### src/rtl/display_scan_ctrl.sv
// Multiplexed 7-segment scan controller: tear-free double-buffered value,
// fixed-dwell digit slots with an anode-off gap, optional leading-zero blanking.
//
// state | meaning
// IDLE  | scan disabled, anodes off, code blank, active tracks pending
// BLANK | start of slot, anodes off while the new code settles
// SHOW  | anode of digit_idx driven low for the rest of the slot
module display_scan_ctrl #(
    parameter int N_DIGITS     = 4,
    parameter int SLOT_CYCLES  = 50000,
    parameter int BLANK_CYCLES = 500
) (
    input  logic                          clk,
    input  logic                          rst,
    input  logic                          en,
    input  logic                          load,
    input  logic [4*N_DIGITS-1:0]         digits_in,
    input  logic                          lzb_in,
    output logic [3:0]                    bcd_out,
    output logic [N_DIGITS-1:0]           an_out,
    output logic [$clog2(N_DIGITS)-1:0]   digit_idx,
    output logic                          frame_tick
);
    localparam int IW = $clog2(N_DIGITS);
    localparam int CW = $clog2(SLOT_CYCLES + 1);
    localparam logic [IW-1:0] LAST       = IW'(N_DIGITS - 1);
    localparam logic [CW-1:0] BLANK_LOAD = CW'(BLANK_CYCLES - 1);
    localparam logic [CW-1:0] SHOW_LOAD  = CW'(SLOT_CYCLES - BLANK_CYCLES - 1);

    typedef enum logic [1:0] {IDLE, BLANK, SHOW} state_t;

    state_t                state, state_nxt;
    logic [CW-1:0]         cnt, cnt_nxt;
    logic [IW-1:0]         idx_nxt;
    logic [N_DIGITS-1:0]   an_nxt;
    logic [3:0]            bcd_nxt;
    logic                  tick_nxt;
    logic                  act_copy;

    logic [4*N_DIGITS-1:0] pend, act, src;
    logic                  pend_lzb, lzb, src_lzb;
    logic                  wrap, all_zero;
    logic [IW-1:0]         blank_idx;
    logic [3:0]            code;

    // Index and data source for the next BLANK entry; a frame boundary
    // reads pending directly since active is being loaded on that same edge.
    assign wrap      = (state == IDLE) || (digit_idx == LAST);
    assign blank_idx = wrap ? '0 : digit_idx + 1'b1;

    always_comb begin
        src      = wrap ? pend : act;
        src_lzb  = wrap ? pend_lzb : lzb;
        code     = src[4*blank_idx +: 4];
        all_zero = 1'b1;
        for (int i = N_DIGITS - 1; i > 0; i--) begin
            if (i >= int'(blank_idx))
                all_zero = all_zero & (src[4*i +: 4] == 4'h0);
        end
        if (src_lzb && (blank_idx != '0) && all_zero)
            code = 4'hF;
    end

    always_comb begin
        state_nxt = state;
        cnt_nxt   = cnt;
        idx_nxt   = digit_idx;
        an_nxt    = an_out;
        bcd_nxt   = bcd_out;
        tick_nxt  = 1'b0;
        act_copy  = (state == IDLE);
        if (!en) begin
            state_nxt = IDLE;
            cnt_nxt   = '0;
            idx_nxt   = '0;
            an_nxt    = '1;
            bcd_nxt   = 4'hF;
        end else begin
            case (state)
                BLANK: begin
                    if (cnt == '0) begin
                        state_nxt = SHOW;
                        cnt_nxt   = SHOW_LOAD;
                        an_nxt    = ~({{(N_DIGITS-1){1'b0}}, 1'b1} << digit_idx);
                    end else begin
                        cnt_nxt = cnt - 1'b1;
                    end
                end
                SHOW: begin
                    if (cnt != '0)
                        cnt_nxt = cnt - 1'b1;
                end
                default: ;
            endcase
            if (state == IDLE || (state == SHOW && cnt == '0)) begin
                state_nxt = BLANK;
                cnt_nxt   = BLANK_LOAD;
                idx_nxt   = blank_idx;
                an_nxt    = '1;
                bcd_nxt   = code;
                tick_nxt  = wrap;
                act_copy  = wrap;
            end
        end
    end

    always_ff @(posedge clk or posedge rst) begin
        if (rst) begin
            state      <= IDLE;
            cnt        <= '0;
            digit_idx  <= '0;
            an_out     <= '1;
            bcd_out    <= 4'hF;
            frame_tick <= 1'b0;
        end else begin
            state      <= state_nxt;
            cnt        <= cnt_nxt;
            digit_idx  <= idx_nxt;
            an_out     <= an_nxt;
            bcd_out    <= bcd_nxt;
            frame_tick <= tick_nxt;
        end
    end

    always_ff @(posedge clk or posedge rst) begin
        if (rst) begin
            pend     <= '0;
            pend_lzb <= 1'b0;
            act      <= '0;
            lzb      <= 1'b0;
        end else begin
            if (load) begin
                pend     <= digits_in;
                pend_lzb <= lzb_in;
            end
            if (act_copy) begin
                act <= pend;
                lzb <= pend_lzb;
            end
        end
    end
endmodule
### config.mk
export PLATFORM = sky130hd
export DESIGN_NAME = display_scan_ctrl
export DESIGN_NICKNAME = d
export VERILOG_FILES = /design/src/rtl/display_scan_ctrl.sv
export SDC_FILE = /design/constraint.sdc
export NUM_CORES = 1
export LEC_CHECK = 0
export BUFFER_PORTS_ARGS = -buffer_cell sky130_fd_sc_hd__buf_2
export CELL_PAD_IN_SITES_DETAIL_PLACEMENT = 0
export CELL_PAD_IN_SITES_GLOBAL_PLACEMENT = 1
export CORE_ASPECT_RATIO = 0.7
export CORE_UTILIZATION = 51
export CTS_CLUSTER_DIAMETER = 100
export CTS_CLUSTER_SIZE = 24
export DETAILED_ROUTE_END_ITERATION = 16
export GPL_TIMING_DRIVEN = 0
export PLACE_DENSITY_LB_ADDON = 0.1
export SKIP_CTS_REPAIR_TIMING = 1
export SYNTH_ARGS = -nofsm -noshare
export SYNTH_HDL_FRONTEND = slang
export SYNTH_SLANG_ARGS = --single-unit
export TNS_END_PERCENT = 20
### constraint.sdc
create_clock -name clk -period 3 [get_ports clk]
set_input_delay 0.45 -clock clk [delete_from_list [all_inputs] [get_ports clk]]
set_output_delay 0.45 -clock clk [all_outputs]
set_load 0.02 [all_outputs]
# Yosys cells after proc, flatten, opt, wreduce, memory -nomap -nowiden
# Cells that the tools add are included.
[classes]
addsub = 2
order_cmp = 2
n_eq_ne = 8
n_shift = 2
mux = 27
bitwise_logic = 3
reduce_logical = 14
[op_table]
columns = ["operator", "n"]
rows = [
  ["16-bit two-way mux", 5],
  ["16-bit case mux with 2 select lines", 1],
  ["4-bit two-way mux", 7],
  ["16-bit logical NOT", 1],
  ["16-bit nonzero test", 1],
  ["16-bit by 5-bit variable part select with 4-bit output", 1],
  ["16-bit by 1-bit subtractor with 16-bit output (second input constant)", 1],
  ["2-bit two-way mux", 7],
  ["4-bit logical NOT", 3],
  ["1-bit two-way mux", 7],
  ["3-bit by 1-bit != test with 1-bit output (second input constant)", 2],
  ["2-bit == test (second input constant)", 2],
  ["4-bit by 1-bit != test with 1-bit output (second input constant)", 1],
  ["4-bit by 3-bit != test with 1-bit output (second input constant)", 1],
  ["4-bit inverter", 1],
  ["2-bit AND reduction", 2],
  ["1-bit by 2-bit left shift with 4-bit output (first input constant)", 1],
  ["1-bit logical AND", 3],
  ["2-bit by 1-bit adder with 2-bit output (second input constant)", 1],
  ["1-bit bitwise AND", 2],
  ["2-bit by 1-bit == test with 1-bit output (second input constant)", 1],
  ["1-bit by 2-bit >= comparator with 1-bit output (first input constant)", 1],
  ["2-bit >= comparator (first input constant)", 1],
  ["2-bit logical NOT", 1],
  ["3 further kinds", 4],
]
[word_totals]
reg_bits = 63
output_inout_bits = 11

# Depth between registers and ports, before layout
[logic_depth]
word_depth = 12
mapped_depth = 8
mapped_depth_nobuf = 7

# Least setup slack after synthesis
# No wires, ideal clock.
[synth_path]
path_type = "register to register"
start = "reg digit_idx[0]"
end = "reg bcd_out[0]"
setup_ps = 82
arrival_ps = 2025
path_slack_ps = 893
stages_incl_launch_ff = 7
n_path_buf = 1
synth_period_minus_slack_ps = 2107
cell_sequence = "dfrtp_1 inv_1 ha_1 clkbuf_1 mux4_2 mux2i_1 a2bb2oi_1"
[synth_via]
elab_chain_len = 12
elab_cells_between_ends = 22
classes_between = "add/sub: 1; order compare: 2; eq/ne: 1; shift: 1; mux: 8; bitwise: 2; reduce/logical: 7"
[synth_lines]
columns = ["element", "line_no", "source"]
rows = [
  ["start, declared", "21", "output logic [$clog2(N_DIGITS)-1:0] digit_idx,"],
  ["start signal, assigned", "118", "digit_idx <= idx_nxt;"],
  ["branches (longest 9 deep; another with 2-bit by 1-bit adder with 2-bit output)", "--", ""],
  ["4-bit two-way mux *", "60", "if (src_lzb && (blank_idx != '0) && all_zero)"],
  ["4-bit two-way mux *", "95", "if (state == IDLE || (state == SHOW && cnt == '0)) begin"],
  ["4-bit two-way mux *", "72", "if (!en) begin"],
  ["end signal, assigned", "120", "bcd_out <= bcd_nxt;"],
  ["end, declared", "19", "output logic [3:0] bcd_out,"],
]
# Every way passes the cells marked *. The select of a mux whose other input is x is not followed.
# A chain may end at the register's enable or synchronous reset.

# Final worst setup path
[layout_path]
start = "reg cnt[0]"
end = "reg act[1]"
[layout_via]
elab_chain_len = 5
[layout_lines]
columns = ["element", "line_no", "source"]
rows = [
  ["start, declared", "33", "logic [CW-1:0] cnt, cnt_nxt;"],
  ["start signal, assigned", "117", "cnt <= cnt_nxt;"],
  ["16-bit logical NOT", "95", ""],
  ["1-bit logical AND", "95", ""],
  ["1-bit logical OR", "95", ""],
  ["1-bit two-way mux", "95", ""],
  ["1-bit two-way mux", "72", ""],
  ["end signal, assigned", "137", "act <= pend;"],
  ["end, declared", "40", "logic [4*N_DIGITS-1:0] pend, act, src;"],
]
# Every way passes these cells.

==> results.sh <==
export IMPL_start_util=0.537
export IMPL_grt_overflow_total=0
export IMPL_status="completed"
export IMPL_yosysTopAreaCellShare=0.438
export IMPL_grt_pass1_vias=2106
export IMPL_postSynthCellCount=270
export IMPL_power_density_nw_per_um2=709
export IMPL_syn_to_final_growth_pct=15.6
export IMPL_pwr_share_clk=0.330
export IMPL_synth_edff_count=0
export IMPL_synth_cell_types=44
export IMPL_drt_total_wl_mm=6.90
export IMPL_routed_via_density=5.79
export IMPL_rsz0062_at_grt="false"
export IMPL_switchingPower_mw=0.796
export IMPL_ys_seq_elements=63
export IMPL_drv_slew=0
export IMPL_die_x_um=95.8
export IMPL_slowest_delay_ns=0.43
export IMPL_holdCritPathClass="input pin to asynchronous set/reset pin"
export IMPL_coreArea_um2=5840
export IMPL_cts_buffer_depth=2
export IMPL_setup_viol=0
export IMPL_synth_main_ff_cell="dfrtp_1"
export IMPL_max_slew_margin=0.567
export IMPL_drtIter0Drc=208
export IMPL_cts_tree="yes"
export IMPL_syn_cell_area_um2=3140
export IMPL_dieArea_um2=6480
export IMPL_hpwlAfterDp_mm=5.00
export IMPL_synth_area_leaders="dfrtp_1 44%, mux2_2 9.0%, dfstp_2 6.7%, mux2_4 4.8%, mux4_2 2.9%"
export IMPL_setup_tns_final_ns=0
export IMPL_p_sw_frac=0.309
export IMPL_crit_slowest_cell="dfrtp_1"
export IMPL_cp_end_kind="flop"
export IMPL_placed_cell_area_um2=3400
export IMPL_seqPwrFrac=0.435
export IMPL_crit_type="flop to flop"
export IMPL_clk_pin_slew_ns=0.07
export IMPL_grt_max_degree=44
export IMPL_yosysMostFrequentCell="dfrtp_1"
export IMPL_numCtsBuffers=9
export IMPL_totalPowerFinal_mw=2.57
export IMPL_fin_crit_ns=2.35
export IMPL_ant_nets=0
export IMPL_grt_first_pass_wirelength_mm=11.2
export IMPL_pwr_share_comb=0.235
export IMPL_syn_area_per_cell_um2=11.6
export IMPL_drcViolationCount=0
export IMPL_root_buffer="clkbuf_8"
export IMPL_startpoint_type="flop"
export IMPL_cp_cell_sequence="inv_1, ha_1, nor4b_2, nand4_4, o31ai_4, nand2_4, buf_6, mux2_4"
export IMPL_portBuffers=29
export IMPL_drive_gt1_frac=0.329
export IMPL_avgRoutedWirePerCell_um=17.6
export IMPL_dieHeight_um=67.6
export IMPL_routabilityCongestion=0.824
export IMPL_fin_nets=338
export IMPL_worstMarginPinSlew_ns=0.647
export IMPL_seq_area_frac_synth=0.505
export IMPL_num_vias=2264
export IMPL_min_period_over_period=0.782
export IMPL_critPathRequiredTime_ns=3.24
export IMPL_grt_antenna_before_repair=0
export IMPL_hold_viol_final=0
export IMPL_internal_power_mw=1.78
export IMPL_yosysWarnings=0
export IMPL_synth_nets=297
export IMPL_p_leak_nw=1.55
export IMPL_ir_drop_mv=0.472
export IMPL_drt_pass1_iterations=5
export IMPL_fin_util=0.621
export IMPL_async_flop_share=1.00
export IMPL_cp_max_fo=10
export IMPL_cp_data_arrival_time_ns=2.58
export IMPL_cts_num_sinks=63
export IMPL_clock_latency_ns=0.35
export IMPL_num_io_pins=32
export IMPL_final_area_um2=3630
export IMPL_synth_top_cell_by_area="dfrtp_1"
export IMPL_diodes=0
export IMPL_synthTopCellsByCount="55 x dfrtp_1, 25 x mux2_2, 23 x nor2_1, 15 x a21oi_1, 15 x nand2_1"
export IMPL_cts_htree_levels=3
export IMPL_max_freq_ghz=0.426
export IMPL_clock_skew_ns=0.00951
export IMPL_drv_cap=0
export IMPL_gr_usage_all_layers=0.245
export IMPL_rows=23
metrics by stage:
step                      hold WS, ns  instances  setup slack (ns)
after floorplan                 0.476        270             0.893
after global placement          0.487        374             0.169
after detailed placement        0.489        375             0.677
after CTS                       0.110        391             0.657
after global routing            0.131        391             0.504
final                           0.110        391             0.653
registers in the layout (all words and copies together) (netlist names):
register / cells
pend_lzb: 1
pend: 16
lzb: 1
act: 16
an_out: 4
state: 2
cnt: 16
frame_tick: 1
bcd_out: 4
digit_idx: 2
final timing paths:
check / startpoint / to / slack (ns) / depth (start not counted)
max: cnt[0] / act[1] / 0.65 / 8
min: rst / pend[10] / 0.11 / 2
max reg2reg: cnt[0] / act[1] / 0.65 / 8
min reg2reg: pend[9] / act[9] / 0.50 / 1
max in group asynchronous: rst / an_out[3] / 2.24 / 3
min in group clk: digits_in[0] / pend[0] / 0.32 / 2
worst max-delay path: cells and delay by family, from the launching register on:
kind	cells	cell delay, ns
DFF	1	0.43
buffers and inverters	2	0.29
AOI/OAI and AO/OA	1	0.27
muxes	1	0.30
adders and majority gates	1	0.24
and+or+nand+nor	3	0.69
layout make-up:
class	count	area, um^2
fillers	489	2210
well taps	75	93.8
inverters	13	48.8
clock buffers	10	138
flip-flops and latches	63	1590
multi-input cells	183	1450
repair buffers	30	165
plain buffers	11	53.8
clock inverters	6	92.6
logic make-up (layout without fill, tap and decap cells):
kind of cell | Yosys count | count (layout) | share of synthesized area
simple gates | 80 | 80 | 0.141
flops | 63 | 63 | 0.505
compound gates | 46 | 46 | 0.0945
mux | 45 | 45 | 0.185
buf+inv | 24 | 70 | 0.0327
fa+ha+maj | 7 | 7 | 0.0271
xor+xnor | 5 | 5 | 0.0139
routing by layer:
layer | vias up | part of all wire | track usage
li1 | 1057 | - | -
met1 | 1112 | 0.54 | 0.390
met2 | 87 | 0.39 | 0.302
met3 | 8 | 0.061 | 0.0732
met4 | 0 | 0.011 | 0.0877
met5 | - | 0 | 0
cells in the final DEF (no fill, tap or decap), types with 2 or more instances in the layout:
cell type   count
buf_2          30
a2bb2oi_1       5
nand2_1        15
xnor2_1         5
mux2_4         10
o211ai_1        2
dfstp_2         8
and4_1          3
clkbuf_8       10
nor3_1          5
mux4_2          4
mux2i_1         6
mux2_2         25
a31oi_1         3
ha_1            6
inv_1          12
nor2_1         23
bufinv_16       2
or3_1           2
o21ai_0        11
nor4_1          6
clkinvlp_4      2
dfrtp_1        55
a21oi_1        15
clkbuf_1        8
nand4_1         3
o22ai_1         4
nand3_1        13
power by group through the flow:
stage / clock network (mW) / logic (mW) / registers, mW
floorplan: 0 / 0.462 / 1.10
global placement: 0 / 0.590 / 1.12
detailed placement: 0 / 0.602 / 1.13
CTS: 0.864 / 0.604 / 1.12
global route: 0.905 / 0.670 / 1.14
finish: 0.848 / 0.606 / 1.12
Note: power is estimated with default switching activity, not from simulation.
